**config.mk**
```make
export PLATFORM = sky130hd
export DESIGN_NAME = dpram_port_arbiter
export DESIGN_NICKNAME = d
export VERILOG_FILES = /design/src/rtl/dpram_port_arbiter.sv
export SDC_FILE = /design/constraint.sdc
export NUM_CORES = 1
export LEC_CHECK = 0
export CAP_MARGIN = 30
export CORE_AREA = 2 2 91 93
export CTS_CLUSTER_DIAMETER = 30
export DETAILED_ROUTE_END_ITERATION = 7
export DIE_AREA = 0 0 93 95
export GPL_TIMING_DRIVEN = 1
export PLACE_DENSITY = 0.7
export SYNTH_ARGS = -nofsm -noshare
export SYNTH_HDL_FRONTEND = slang
export SYNTH_SLANG_ARGS = --single-unit
```
**constraint.sdc**
```tcl
create_clock -name inclock -period 4.2 [get_ports inclock]
set_input_delay 0.42 -clock inclock [delete_from_list [all_inputs] [get_ports inclock]]
set_output_delay 0.42 -clock inclock [all_outputs]
set_load 0.02 [all_outputs]
```
**src/rtl/dpram_port_arbiter.sv**
```systemverilog
// Round-robin arbiter letting two requesters share one synchronous-RAM port.
// The RAM's own address register is the pipeline stage; acks return one cycle after issue.
module dpram_port_arbiter #(
  parameter int DW = 32,
  parameter int AW = 11
) (
  input  logic          inclock,
  input  logic          inaclr_a,
  input  logic          req0,
  input  logic          we0,
  input  logic [AW-1:0] addr0,
  input  logic [DW-1:0] wdata0,
  output logic          ack0,
  output logic [DW-1:0] rdata0,
  input  logic          req1,
  input  logic          we1,
  input  logic [AW-1:0] addr1,
  input  logic [DW-1:0] wdata1,
  output logic          ack1,
  output logic [DW-1:0] rdata1,
  output logic [AW-1:0] ram_addr,
  output logic [DW-1:0] ram_data,
  output logic          ram_we,
  output logic          ram_clken,
  output logic          ram_aclr,
  input  logic [DW-1:0] ram_q
);

  logic [1:0]    req;
  logic [1:0]    we;
  logic [AW-1:0] addr  [2];
  logic [DW-1:0] wdata [2];
  logic [1:0]    elig;
  logic [1:0]    ack;
  logic [DW-1:0] rdata [2];

  logic resp_valid_q, resp_valid_d;
  logic resp_id_q,    resp_id_d;
  logic resp_we_q,    resp_we_d;
  logic last_grant_q, last_grant_d;

  logic grant_valid;
  logic grant_id;

  assign req      = {req1, req0};
  assign we       = {we1, we0};
  assign addr[0]  = addr0;
  assign addr[1]  = addr1;
  assign wdata[0] = wdata0;
  assign wdata[1] = wdata1;

  genvar gi;
  generate
    for (gi = 0; gi < 2; gi++) begin : g_req
      // A requester whose response is in flight still holds req; keep it out of arbitration.
      assign elig[gi]  = req[gi] & ~(resp_valid_q & (resp_id_q == 1'(gi)));
      assign ack[gi]   = resp_valid_q & (resp_id_q == 1'(gi));
      assign rdata[gi] = (ack[gi] && !resp_we_q) ? ram_q : '0;
    end
  endgenerate

  assign ack0     = ack[0];
  assign ack1     = ack[1];
  assign rdata0   = rdata[0];
  assign rdata1   = rdata[1];
  assign ram_aclr = inaclr_a;

  always_comb begin
    grant_valid = 1'b0;
    grant_id    = 1'b0;
    if (elig[0] && elig[1]) begin
      grant_valid = 1'b1;
      grant_id    = ~last_grant_q;
    end else if (elig[0]) begin
      grant_valid = 1'b1;
      grant_id    = 1'b0;
    end else if (elig[1]) begin
      grant_valid = 1'b1;
      grant_id    = 1'b1;
    end
  end

  // RAM port is forced quiet during reset even though the grant logic may still see requests.
  always_comb begin
    ram_clken = 1'b0;
    ram_we    = 1'b0;
    ram_addr  = '0;
    ram_data  = '0;
    if (grant_valid && !inaclr_a) begin
      ram_clken = 1'b1;
      ram_we    = we[grant_id];
      ram_addr  = addr[grant_id];
      ram_data  = wdata[grant_id];
    end
  end

  always_comb begin
    resp_valid_d = grant_valid;
    resp_id_d    = grant_id;
    resp_we_d    = grant_valid & we[grant_id];
    last_grant_d = grant_valid ? grant_id : last_grant_q;
  end

  always_ff @(posedge inclock or posedge inaclr_a) begin
    if (inaclr_a) begin
      resp_valid_q <= 1'b0;
      resp_id_q    <= 1'b0;
      resp_we_q    <= 1'b0;
      last_grant_q <= 1'b1;
    end else begin
      resp_valid_q <= resp_valid_d;
      resp_id_q    <= resp_id_d;
      resp_we_q    <= resp_we_d;
      last_grant_q <= last_grant_d;
    end
  end

endmodule

```
==> key figures <==
Floorplanning
  – Die Y: 95 um
  – Die width: 93 um
  – Rows: 33
  – CORE AREA: 7928 sq um
  – Die area: 8835 sq um
  – Initial core utilization: 0.1845
  – # IOs: 236

Drt
  – Met1 WL: 3.187 mm
  – DR WL met3: 671 um
  – Vias per inst: 4.576
  – Via count: 2613
  – Wire length on met2: 4.191 mm
  – 1st-pass router iterations: 4
  – DR top layer: met4
  – Post-Route WL: 8.105 mm
  – Post-route ant nets: 0
  – Iteration-0 DRC Markers: 71
  – WL/cell: 14.19 um
  – Drt drc: 0

Pwr
  – Power density cells: 197.1 nW/um^2
  – Tot Pwr: 0.7701 mW
  – Worst vdd ir: 0.09813 mV
  – Lkg Pwr: 1.418 nW

CTS
  – Total CTS buffers: 3
  – Clock Sinks: 4
  – Worst skew pair latency: 0.22 ns
  – Root buf cell: clkbuf_8
  – Clock Pin Slew Worst Setup and Hold Paths: 0.04 ns
  – CTS hold repair buffers: 0
  – Bufs on Longest Clock Path: 2
  – H-tree levels: 1
  – Post-CTS sizing: 0
  – Setup Buffers After CTS: 0
  – CTS tree: built

Placed design
  – Final HPWL DP: 6.235 mm
  – IO Port Bufs: 235
  – Pre-CTS setup slack: 1.072 ns
  – Placed Area: 3861 sq um
  – GPL Wtd Cong: 0.7320

Global route
  – Total GRT Usage: 0.1677
  – Grt ovf: 0
  – First-pass GRT wire length: 12.17 mm
  – Largest net degree at the start of global routing: 47
  – Vias in the first global route: 2425
  – Initial antenna violation count: 0

Cells and area
  – Filler cells: 782
  – Multi-input logic area: 1200 sq um
  – Layout cell share with drive strength beyond 1: 0.03433
  – Register Area: 101.3 sq um
  – Commonest non-fill, non-tap cell in the layout: clkdlybuf4s50_1
  – Most frequent cells in the layout: clkdlybuf4s50_1, and2_1, a21oi_1
  – Layout Nets: 591
  – Final instance area: 3906 sq um
  – Area growth from synthesis to layout: 167.1%
  – Antenna cells: 0

Logic synthesis
  – Number of synthesized register bits: 4
  – Mapped Area: 1463 sq um
  – Avg Inst Size Synth: 5.874 sq um
  – Syn Nets: 373
  – Distinct cells, synth: 24
  – Cells after Synth: 249
  – YS warnings: 0
  – Register area share after synthesis: 0.06929

STA
  – Final period utilization: 0.7538
  – Worst Setup Slack, final: 1.034 ns
  – Final Critical Period: 3.166 ns
  – Fmax: 315.9 MHz
  – Worst-margin pin slew: 0.7293 ns
  – Max_slew headroom: 0.5138
  – TNS Setup: 0 ns
  – Hold Violations, Final: 0
  – Layout Skew: 0.005527 ns
  – Max-slew violation count: 0
  – Hold_ws: 0.4467 ns
  – RSZ-0062 raised after global routing: false
  – Finish-stage setup viols: 0

Setup path
  – Cell mode on critical path: clkdlybuf4s50_1
  – Critical Path AT: 2.75 ns
  – CP Max Fanout: 45
  – Crit-path cells: clkdlybuf4s50_1, a21bo_2, o21ai_0, a21oi_1, clkdlybuf4s50_1
  – CP max-delay cell: a21bo_2
  – Crit. End Element: primary output
  – Crit path max-delay family: buffers and inverters
  – Req. time, crit path: 3.78 ns
  – Crit path kind: input pin to primary output
  – Max incr delay on CP: 0.72 ns
  – CP bufs+invs: 2
  – Startpoint types: input pin

Flow run
  – Max-cap violation count: 0

Outcome
  – Outcome: finished, final reports clean

Hold path
  – Min-delay worst type: input pin to async pin
registers in the layout, summed over array words and instances, names as in the netlist:
signal	count
resp_valid_q	1
resp_id_q	1
resp_we_q	1
last_grant_q	1
metal layers:
layer  track usage  vias to the layer above
met4       0.02819                        0
li1              -                     1299
met1        0.1983                     1184
met2        0.3104                      124
met5             0                        -
met3       0.04150                        6
cell type report:
type / count / area share
clock buffer: 4 / 0.01153
inverter: 5 / 0.004805
multi-input combinational: 212 / 0.3072
sequential: 4 / 0.02594
tap: 105 / 0.03363
timing repair buffer: 241 / 0.6169
cells by family (layout without fill, tap and decap cells):
group                  after synthesis  count (layout)  share of synthesized area
and+or+nand+nor                    117             117                     0.4594
DFF                                  4               4                    0.06929
buffers and inverters               33             250                     0.1155
AOI/OAI and AO/OA                   94              94                     0.3456
muxes                                1               1                    0.01026
cells in the mapped netlist:
cell / count / area (sq um)
inv_1: 4 / 15.01
nand3_1: 44 / 220.2
a21oi_1: 45 / 225.2
nor3_2: 1 / 10.01
a21boi_2: 1 / 11.26
a21bo_2: 1 / 10.01
nand3b_1: 1 / 7.510
clkbuf_1: 14 / 52.55
nor2_1: 4 / 15.01
o21ai_0: 44 / 220.2
nand2_1: 1 / 3.750
buf_4: 1 / 7.510
and3b_1: 1 / 8.760
nor2b_1: 1 / 6.260
o221ai_4: 1 / 26.28
and2_1: 64 / 400.4
buf_6: 4 / 45.04
clkbuf_2: 3 / 15.01
dfstp_2: 1 / 26.28
dfrtp_1: 3 / 75.07
o22ai_1: 2 / 12.51
mux2_4: 1 / 15.01
inv_2: 1 / 3.750
buf_2: 6 / 30.03
power by group:
group	leakage, nW	switching (mW)	internal (mW)
logic	1.35	0.304	0.322
clock network	0.0228	0.0229	0.0651
registers	0.0473	0.00892	0.0473
total	1.42	0.336	0.434
through the flow:
| stage | cells | utilization |
|---|---|---|
| final | 571 | 0.4927 |
| after global routing | 571 | 0.4927 |
| after CTS | 571 | 0.4927 |
| after detailed placement | 567 | 0.4871 |
| after global placement | 567 | 0.4871 |
| after floorplan | 249 | - |
path summary, 6_finish.rpt:
check | from | end | slack (ns) | depth (start not counted)
max in group asynchronous | inaclr_a | last_grant_q$_DFFE_PP1P_ | 3.49 | 2
min | inaclr_a | resp_valid_q$_DFF_PP0_ | 0.45 | 2
max | req1 | ram_data[17] | 1.03 | 5
min reg2reg | last_grant_q$_DFFE_PP1P_ | last_grant_q$_DFFE_PP1P_ | 0.60 | 2
min in group inclock | last_grant_q$_DFFE_PP1P_ | last_grant_q$_DFFE_PP1P_ | 0.60 | 2
max reg2reg | resp_id_q$_DFF_PP0_ | resp_we_q$_DFF_PP0_ | 2.56 | 3
(Power assumes the default switching activity.)
